## config.mk

```make
export PLATFORM = sky130hd
export DESIGN_NAME = capture_seq_flat
export DESIGN_NICKNAME = d
export VERILOG_FILES = /design/src/rtl/capture_seq_if.sv /design/src/rtl/capture_seq.sv /design/src/flat_wrapper.sv
export SDC_FILE = /design/constraint.sdc
export NUM_CORES = 1
export LEC_CHECK = 0
export BUFFER_PORTS_ARGS = -buffer_cell sky130_fd_sc_hd__buf_2
export CAP_MARGIN = 20
export CORE_MARGIN = 2
export CORE_UTILIZATION = 53
export CTS_CLUSTER_DIAMETER = 30
export CTS_CLUSTER_SIZE = 40
export DETAILED_ROUTE_END_ITERATION = 8
export GPL_TIMING_DRIVEN = 0
export HOLD_SLACK_MARGIN = 0.1
export PLACE_DENSITY = 0.81
export REMOVE_ABC_BUFFERS = 1
export SLEW_MARGIN = 20
export SYNTH_ARGS = -nofsm -noshare
export SYNTH_HDL_FRONTEND = slang
export SYNTH_SLANG_ARGS = --single-unit
```

## constraint.sdc

```tcl
create_clock -name clk -period 3.37 [get_ports clk]
set_input_delay 0.1685 -clock clk [delete_from_list [all_inputs] [get_ports clk]]
set_output_delay 0.1685 -clock clk [all_outputs]
set_load 0.1 [all_outputs]
```

## src/rtl/capture_seq_if.sv

```systemverilog
// capture_seq_if: valid/ready sample stream between FIFO, sequencer and DMA
//   tdata   sample word
//   tvalid  producer has a word
//   tready  consumer accepts the word
//   tlast   final beat of a transfer (driven by the sequencer towards DMA)
interface capture_seq_if #(parameter int size = 32);
    logic [size-1:0] tdata;
    logic            tvalid;
    logic            tready;
    logic            tlast;
    modport master (output tdata, tvalid, tlast, input tready);
    modport slave  (input tdata, tvalid, output tready);
endinterface

```

## src/rtl/capture_seq.sv

```systemverilog
// capture_seq: sequences arm/trigger/done of the capture engine and gates the FIFO stream to DMA
//   clk, reset (async, active-low)
//   start/stop       software start and abort requests, buffer_size latched on accepted start
//   cap_*            arm/abort pulses out, armed/triggered/done/ready status in
//   s                FIFO stream in, m DMA stream out (tlast on the buffer's final beat)
//   busy, done_irq, result (0 none, 1 ok, 2 aborted, 3 error), beat_count
module capture_seq #(
    parameter int size      = 32,
    parameter int saddr_w   = 24,
    parameter int timeout_w = 16
) (
    input  logic               clk,
    input  logic               reset,
    input  logic               start,
    input  logic               stop,
    input  logic [saddr_w-1:0] buffer_size,
    output logic               cap_arm,
    output logic               cap_abort,
    input  logic               cap_armed,
    input  logic               cap_triggered,
    input  logic               cap_done,
    input  logic               cap_ready,
    capture_seq_if.slave       s,
    capture_seq_if.master      m,
    output logic               busy,
    output logic               done_irq,
    output logic [1:0]         result,
    output logic [saddr_w-1:0] beat_count
);
    typedef enum logic [3:0] {
        IDLE, ARM, WAIT_ARMED, WAIT_TRIG, WAIT_DONE, DRAIN, FINISH, ABORT, FLUSH
    } state_t;
    state_t state, state_d;
    logic [saddr_w-1:0]   len_q;
    logic [timeout_w-1:0] tcnt;
    logic [1:0]           pend, pend_d;
    logic pass, beat, last_beat, go, err, flush_exit;
    assign pass       = state inside {WAIT_TRIG, WAIT_DONE, DRAIN};
    assign m.tdata    = size'(s.tdata);
    assign m.tvalid   = s.tvalid & pass;
    assign s.tready   = (m.tready & pass) | (state == FLUSH);
    assign m.tlast    = pass & (beat_count == len_q - saddr_w'(1));
    assign beat       = s.tvalid & s.tready & pass;
    assign last_beat  = beat & m.tlast;
    assign go         = state == IDLE && start && !stop && cap_ready && buffer_size != '0;
    assign err        = state == IDLE && start && !stop && cap_ready && buffer_size == '0;
    assign flush_exit = state == FLUSH && cap_ready && !s.tvalid;
    always_comb begin
        state_d = state;
        pend_d  = pend;
        case (state)
            IDLE:       state_d = go ? ARM : IDLE;
            ARM:        state_d = WAIT_ARMED;
            // counter is at 2^timeout_w-2 on the last waiting cycle, so the abort lands at all-ones
            WAIT_ARMED: if (cap_armed) state_d = WAIT_TRIG;
                        else if (tcnt == ~timeout_w'(1)) begin
                            state_d = ABORT;
                            pend_d  = 2'd3;
                        end
            WAIT_TRIG:  state_d = last_beat ? FINISH : cap_triggered ? WAIT_DONE : WAIT_TRIG;
            WAIT_DONE:  state_d = last_beat ? FINISH : cap_done ? DRAIN : WAIT_DONE;
            DRAIN:      state_d = last_beat ? FINISH : DRAIN;
            FINISH:     state_d = IDLE;
            ABORT:      state_d = FLUSH;
            FLUSH:      state_d = flush_exit ? IDLE : FLUSH;
            default:    state_d = IDLE;
        endcase
        // a stop colliding with the final beat lets the transfer complete
        if (stop && !last_beat && state inside {ARM, WAIT_ARMED, WAIT_TRIG, WAIT_DONE, DRAIN}) begin
            state_d = ABORT;
            pend_d  = 2'd2;
        end
    end
    always_ff @(posedge clk or negedge reset) begin
        if (!reset) begin
            state      <= IDLE;
            pend       <= '0;
            len_q      <= '0;
            tcnt       <= '0;
            beat_count <= '0;
            cap_arm    <= 1'b0;
            cap_abort  <= 1'b0;
            busy       <= 1'b0;
            done_irq   <= 1'b0;
            result     <= '0;
        end else begin
            state      <= state_d;
            pend       <= pend_d;
            len_q      <= go ? buffer_size : len_q;
            tcnt       <= state == WAIT_ARMED ? tcnt + timeout_w'(1) : '0;
            beat_count <= go ? '0 : beat_count + saddr_w'(beat);
            cap_arm    <= state_d == ARM;
            cap_abort  <= state_d == ABORT;
            busy       <= state_d != IDLE;
            done_irq   <= state_d == FINISH || flush_exit || err;
            result     <= state_d == FINISH ? 2'd1 : flush_exit ? pend : err ? 2'd3 : go ? 2'd0 : result;
        end
    end
endmodule

```

## src/flat_wrapper.sv

```systemverilog
// flat-port wrapper written by rule: the top's interface ports become plain ports
module capture_seq_flat 
#(
    parameter int size      = 32,
    parameter int saddr_w   = 24,
    parameter int timeout_w = 16
)
  (clk, reset, start, stop, buffer_size, cap_arm, cap_abort, cap_armed, cap_triggered, cap_done, cap_ready, busy, done_irq, result, beat_count, s_tdata, s_tvalid, s_tready, m_tdata, m_tvalid, m_tlast, m_tready);
  capture_seq_if #(.size(size)) s_i ();
  capture_seq_if #(.size(size)) m_i ();
  input  logic clk;
  input  logic reset;
  input  logic start;
  input  logic stop;
  input  logic [saddr_w-1:0] buffer_size;
  output logic cap_arm;
  output logic cap_abort;
  input  logic cap_armed;
  input  logic cap_triggered;
  input  logic cap_done;
  input  logic cap_ready;
  output logic busy;
  output logic done_irq;
  output logic [1:0] result;
  output logic [saddr_w-1:0] beat_count;
  input wire logic [$bits(s_i.tdata)-1:0] s_tdata;
  input wire logic [$bits(s_i.tvalid)-1:0] s_tvalid;
  output wire logic [$bits(s_i.tready)-1:0] s_tready;
  output wire logic [$bits(m_i.tdata)-1:0] m_tdata;
  output wire logic [$bits(m_i.tvalid)-1:0] m_tvalid;
  output wire logic [$bits(m_i.tlast)-1:0] m_tlast;
  input wire logic [$bits(m_i.tready)-1:0] m_tready;
  assign s_i.tdata = s_tdata;
  assign s_i.tvalid = s_tvalid;
  assign s_tready = s_i.tready;
  assign m_tdata = m_i.tdata;
  assign m_tvalid = m_i.tvalid;
  assign m_tlast = m_i.tlast;
  assign m_i.tready = m_tready;
  capture_seq #(.size(size), .saddr_w(saddr_w), .timeout_w(timeout_w)) u_core (.clk(clk), .reset(reset), .start(start), .stop(stop), .buffer_size(buffer_size), .cap_arm(cap_arm), .cap_abort(cap_abort), .cap_armed(cap_armed), .cap_triggered(cap_triggered), .cap_done(cap_done), .cap_ready(cap_ready), .s(s_i), .m(m_i), .busy(busy), .done_irq(done_irq), .result(result), .beat_count(beat_count));
endmodule
```

### Yosys cells after proc, flatten, opt, wreduce, memory -nomap -nowiden

Index checks and enable logic that the tools add are counted.

* register bits after elaboration: 76
* output and inout port bits: 65
* logic and storage cells: 78

* $add $sub $neg: 3
* eq/ne operators: 13
* muxes and demuxes: 21
* bitwise operators: 7
* reduce and logical (&&, ||, !) cells: 24

Operators with widths (count)
* one-hot mux 4 bit (8 select lines): 1
* adder 24 x 1 -> 24 bit: 1
* == test 24 bit: 1
* zero test 24 bit: 1
* two-way mux 24 bit: 1
* two-way mux 4 bit: 6
* nonzero test 24 bit: 1
* subtractor 24 x 1 -> 24 bit (second input constant): 1
* == test 4 x 3 -> 1 bit (second input constant): 5
* two-way mux 2 bit: 9
* adder 16 x 1 -> 16 bit (second input constant): 1
* == test 16 bit (second input constant): 1
* two-way mux 16 bit: 1
* logical AND 1 bit: 9
* == test 4 x 1 -> 1 bit (second input constant): 2
* == test 4 x 2 -> 1 bit (second input constant): 2
* nonzero test 4 bit: 2
* bitwise AND 1 bit: 6
* nonzero test 5 bit: 1
* == test 4 bit (second input constant): 1
* zero test 4 bit: 1
* nonzero test 2 bit: 2
* zero test 1 bit: 3
* two-way mux 3 bit: 1
* other kinds (6): 8

### Depth between registers and ports, before layout

* depth in word-level cells: 14
* mapped depth: 16
* mapped depth without buffers: 15

### Least setup slack after synthesis

No wires, ideal clock.

* path kind: reg-to-reg
* from: register u_core.state[2]
* to: register u_core.beat_count[20]
* arrival: 4.550 ns
* data required time: 3.292 ns
* setup slack: -1.257 ns
* stages on the path, launching flop included: 16
* path buffers: 1
* period minus slack after synthesis: 4.627 ns
* cell sequence: dfrtp_1 clkbuf_1 or2b_2 nor2_1 a31oi_1 o22ai_1 and2_2 ha_1 ha_1 nand3_1 nor2_1 nand3_1 nor2_1 nand4_1 or3_1 a21oi_1

* word-level cells in the longest chain between the ends: 8

Ends and longest elaborated chain
* start, declared: RTL line capture_seq.sv:33 `state_t state, state_d;`
* start signal, assigned: RTL line capture_seq.sv:87 `state <= state_d;`
* == test 4 x 2 -> 1 bit or == test 4 x 3 -> 1 bit (tied branches): RTL line capture_seq.sv:38 `assign pass = state inside {WAIT_TRIG, WAIT_DONE, DRAIN};`
* nonzero test 3 bit: RTL line capture_seq.sv:38
* bitwise AND 1 bit: RTL line capture_seq.sv:41 `assign s.tready = (m.tready & pass) | (state == FLUSH);`
* bitwise OR 1 bit (*): RTL line capture_seq.sv:41
* named net s_tready: RTL line flat_wrapper.sv:28 `output wire logic [$bits(s_i.tready)-1:0] s_tready;`
* bitwise AND 1 bit (*) (2 in a row): RTL line capture_seq.sv:43 `assign beat = s.tvalid & s.tready & pass;`
* adder 24 x 1 -> 24 bit (*): RTL line capture_seq.sv:91 `beat_count <= go ? '0 : beat_count + saddr_w'(beat);`
* two-way mux 24 bit (*): RTL line capture_seq.sv:91
* end signal, assigned: RTL line capture_seq.sv:91
* end, declared: RTL line capture_seq.sv:28 `output logic [saddr_w-1:0] beat_count`

The timed path passes the listed nets; every way through them passes the cells marked *.
A chain may end at the register's enable or synchronous reset.

### Worst setup path in the final report

* from: register u_core.len_q[2]
* to: output m_tlast

* word-level cells in the longest chain between the ends: 3

Ends and longest elaborated chain
* start, declared: RTL line capture_seq.sv:34 `logic [saddr_w-1:0] len_q;`
* start signal, assigned: RTL line capture_seq.sv:89 `len_q <= go ? buffer_size : len_q;`
* subtractor 24 x 1 -> 24 bit: RTL line capture_seq.sv:42 `assign m.tlast = pass & (beat_count == len_q - saddr_w'(1));`
* == test 24 bit: RTL line capture_seq.sv:42
* bitwise AND 1 bit: RTL line capture_seq.sv:42
* end, declared: RTL line flat_wrapper.sv:31 `output wire logic [$bits(m_i.tlast)-1:0] m_tlast;`

Every way passes these cells.

==> metrics.cfg <==
[run_status]
run_status=finished, final reports clean

[power]
power_switching_mw=1.81
power_per_cell_area_mw_per_mm2=734
vdd_drop_max_uv=451
power.switching_fraction_pct=44.4
combPwrFrac_pct=43.6
p_int_mw=2.27
power_frac_seq_pct=36.9
power.share.clock_pct=19.5
p_leak_nw=2.46

[sta]
fin_worst_skew_ns=0.00984
fmax_mhz=304
slew_viol_final=0
setup_ws_ns=0.0823
worstMarginPinSlew_ns=0.716
final_hold_viols=0
timing.final.setup_violations=0
setup-tns-final_ns=0
slew-limit-headroom_pct=52.1
period_minus_slack_ns=3.29
min_period_over_period_pct=97.6

[worst_setup_path]
timing.critical_path.to=m_tlast
timing.critical_path.arrival_ns=3.12
rrSetupSlack_ns=0.14
worstSetupStartpoint=u_core.len_q[2]$_DFFE_PN0P_
worstPathRequired_ns=3.20
worst_r2r_endpoint=u_core.beat_count[18]$_DFF_PN0_
crit_path_max_fanout=9
worst_setup_path_end_kind=output port
reg2regPathDepth=14
path_class=reg2out
r2r-start=u_core.state[2]$_DFF_PN0_
kind_of_start_point_of_the_critical_path=register

[cells_and_area]
n_fill_cell=660
area_delta_synth_final_pct=18.6
fraction_of_final_layout_cells_sized_beyond_drive_strength_1_pct=26.6
post-route-util_pct=64.4
insertedDiodeCount=0
nNetsFinal=646

[clocking]
clock_tree.root_cell=clkbuf_8
cts-htree-levels=3
clock_insertion_delay_worst_skew_ns=0.36
clk_pin_slew_worst_paths_ns=0.09
cts_sink_count=76
tritoncts=yes
clockBufferDepth=2
cts_buffers=9

[global_routing]
grt_first_pass_wirelength_um=20100
antenna_violations_before_repair=0
via_count_of_the_first_global_routing_pass=3930
grt_max_degree=54
grt.overflow.total=0
grtUsageTotal_pct=26.5

[detailed_routing]
detailedRoute.firstPassIterationCount=5
remaining_drc_errors=0
routedWlPerCell_um=19.2
num_vias=4219
total_wire_length_after_detailed_routing_um=13200
vias_per_cell=6.13
detail_route.iter0.violations=356
ant_nets=0

[job]
cap_viol_max_count=0

[logic_synthesis]
mappedNetlistArea_mm2=0.00469
synth-main-ff-cell=dfrtp_1
yosys_warnings=0
ys_seq_area_share_pct=40.6
synth_enable_flop_cells=0
yosys.area.top_type_share_pct=40.6
synth_largest_area_cell=dfrtp_1
synthCells=506
distinct_cell_type_count_of_the_synthesized_netlist=63
most_used_standard_cells_in_the_synthesized_netlist=dfrtp_1, nor2_1, xor2_1
asyncSetResetFlopFracSynth_pct=100
synth_seq_cells=76
post_synth.cell_area_avg_um2=9.27
synth.area.top_cells=dfrtp_1, xor2_1, buf_4, nor2_1, mux2_2
synth_most_common_cell=dfrtp_1

[die]
die-area_mm2=0.00961
die_w_um=98.1
design.core.area_mm2=0.00864
rows=34
initial_utilization_pct=54.3
die_height_um=98.1
design.portCount=131

[place]
gp_congestion=0.909
numPortBuffers=66
place_worst_setup_slack_ns=-0.0672
dpl.hpwl_um=9080

[worst_hold_path]
hold_path.class=in2reg

==> power groups by stage <==
stage	clock [mW]	sequential, mW	combinational [mW]
floorplan	0	1.61	1.05
global placement	0	1.47	1.49
detailed placement	0	1.49	1.56
CTS	0.800	1.48	1.61
global route	0.844	1.55	1.92
finish	0.794	1.51	1.78
==> flip-flops by register name (all words and copies together), names as in the netlist <==
register           cells
u_core.done_irq        1
u_core.busy            1
u_core.cap_arm         1
u_core.pend            2
u_core.tcnt           16
u_core.beat_count     24
u_core.len_q          24
u_core.result          2
u_core.cap_abort       1
u_core.state           4
==> layout make-up <==
cell class | count | area [µm²] | area share [%]
clock buffer | 11 | 141 | 2.54
tap | 108 | 135 | 2.43
multi-input combinational | 368 | 2500 | 44.9
timing repair buffer | 109 | 752 | 13.5
inverter | 11 | 41.3 | 0.742
clock inverter | 5 | 85.1 | 1.53
sequential | 76 | 1910 | 34.3
==> critical path: stages (launching register included) <==
cell and delay (ns):
dfrtp_2 0.50, nor4_4 0.46, buf_4 0.20, nand3_1 0.11, xnor2_1 0.19, nor4_2 0.37, nand3_1 0.19, nor4_4 0.30
and3_4 0.24, buf_8 0.20
==> layout by cell type, fill, tap and decap left out, types with 4 or more instances in the layout <==
cell type / count
nand3b_1: 4
dfrtp_1: 72
xnor2_1: 27
nor3_1: 12
or3_1: 8
buf_4: 17
nor2_1: 65
o21ai_0: 16
a21oi_1: 16
buf_2: 64
xor2_1: 35
and3_1: 7
nor2b_1: 4
mux2_2: 22
inv_1: 11
ha_1: 4
nand3_1: 30
clkbuf_8: 10
nand2_1: 30
nand4_1: 14
nor4_1: 13
nand4b_1: 5
dfrtp_2: 4
dlygate4sd3_1: 25
==> what timing repair did <==
| item | CTS | global route |
|---|---|---|
| endpoints found under the hold margin | 100 | 0 |
| setup buffers | 2 | 10 |
| endpoints found under the setup margin | 4 | 9 |
| hold buffers | 25 | 0 |
| pin swaps | 1 | 5 |
| gates resized for setup | 6 | 20 |
==> per-stage QoR <==
step           area (µm²)  power (mW)  hold slack (ns)  instances
2_1_floorplan        4350        2.66           -0.127        455
3_3_place_gp         4820        2.96            0.338        629
3_5_place_dp         4890        3.04            0.105        635
4_1_cts              5410        3.89            0.153        678
5_1_grt              5560        4.31            0.181        688
6_report             5560        4.08            0.157        688
==> worst min path at each step <==
stage          cells past startpoint                              end  slack, ns   startpoint
4_1_cts                            4       u_core.pend[0]$_DFFE_PN0P_       0.15    cap_armed
5_1_grt                            3        u_core.state[3]$_DFF_PN0_       0.18    cap_ready
3_5_place_dp                       1  u_core.beat_count[19]$_DFF_PN0_       0.10        reset
6_report                           4       u_core.pend[0]$_DFFE_PN0P_       0.16    cap_armed
3_3_place_gp                       0                      m_tdata[11]       0.34  s_tdata[11]
2_1_floorplan                      0   u_core.beat_count[0]$_DFF_PN0_      -0.13        reset
==> per-layer routing <==
metal	routed length (µm)	share of wire, %	track usage, %	vias to the layer above
met2	6070	46	39.0	236
met5	43	0.33	5.64	-
met3	1370	10	11.4	34
met4	262	2.0	8.33	2
li1	-	-	-	1890
met1	5440	41	35.3	2057
==> logic make-up after synthesis <==
logic type / share of synthesized area (%)
AND/OR/NAND/NOR: 26.2
flip-flops: 40.6
XOR/XNOR: 11.6
buffers and inverters: 8.06
AO/OA/AOI/OAI: 6.73
multiplexers: 5.50
adder cells (fa/ha/maj): 1.33
Note: power is estimated with default switching activity, not from simulation.
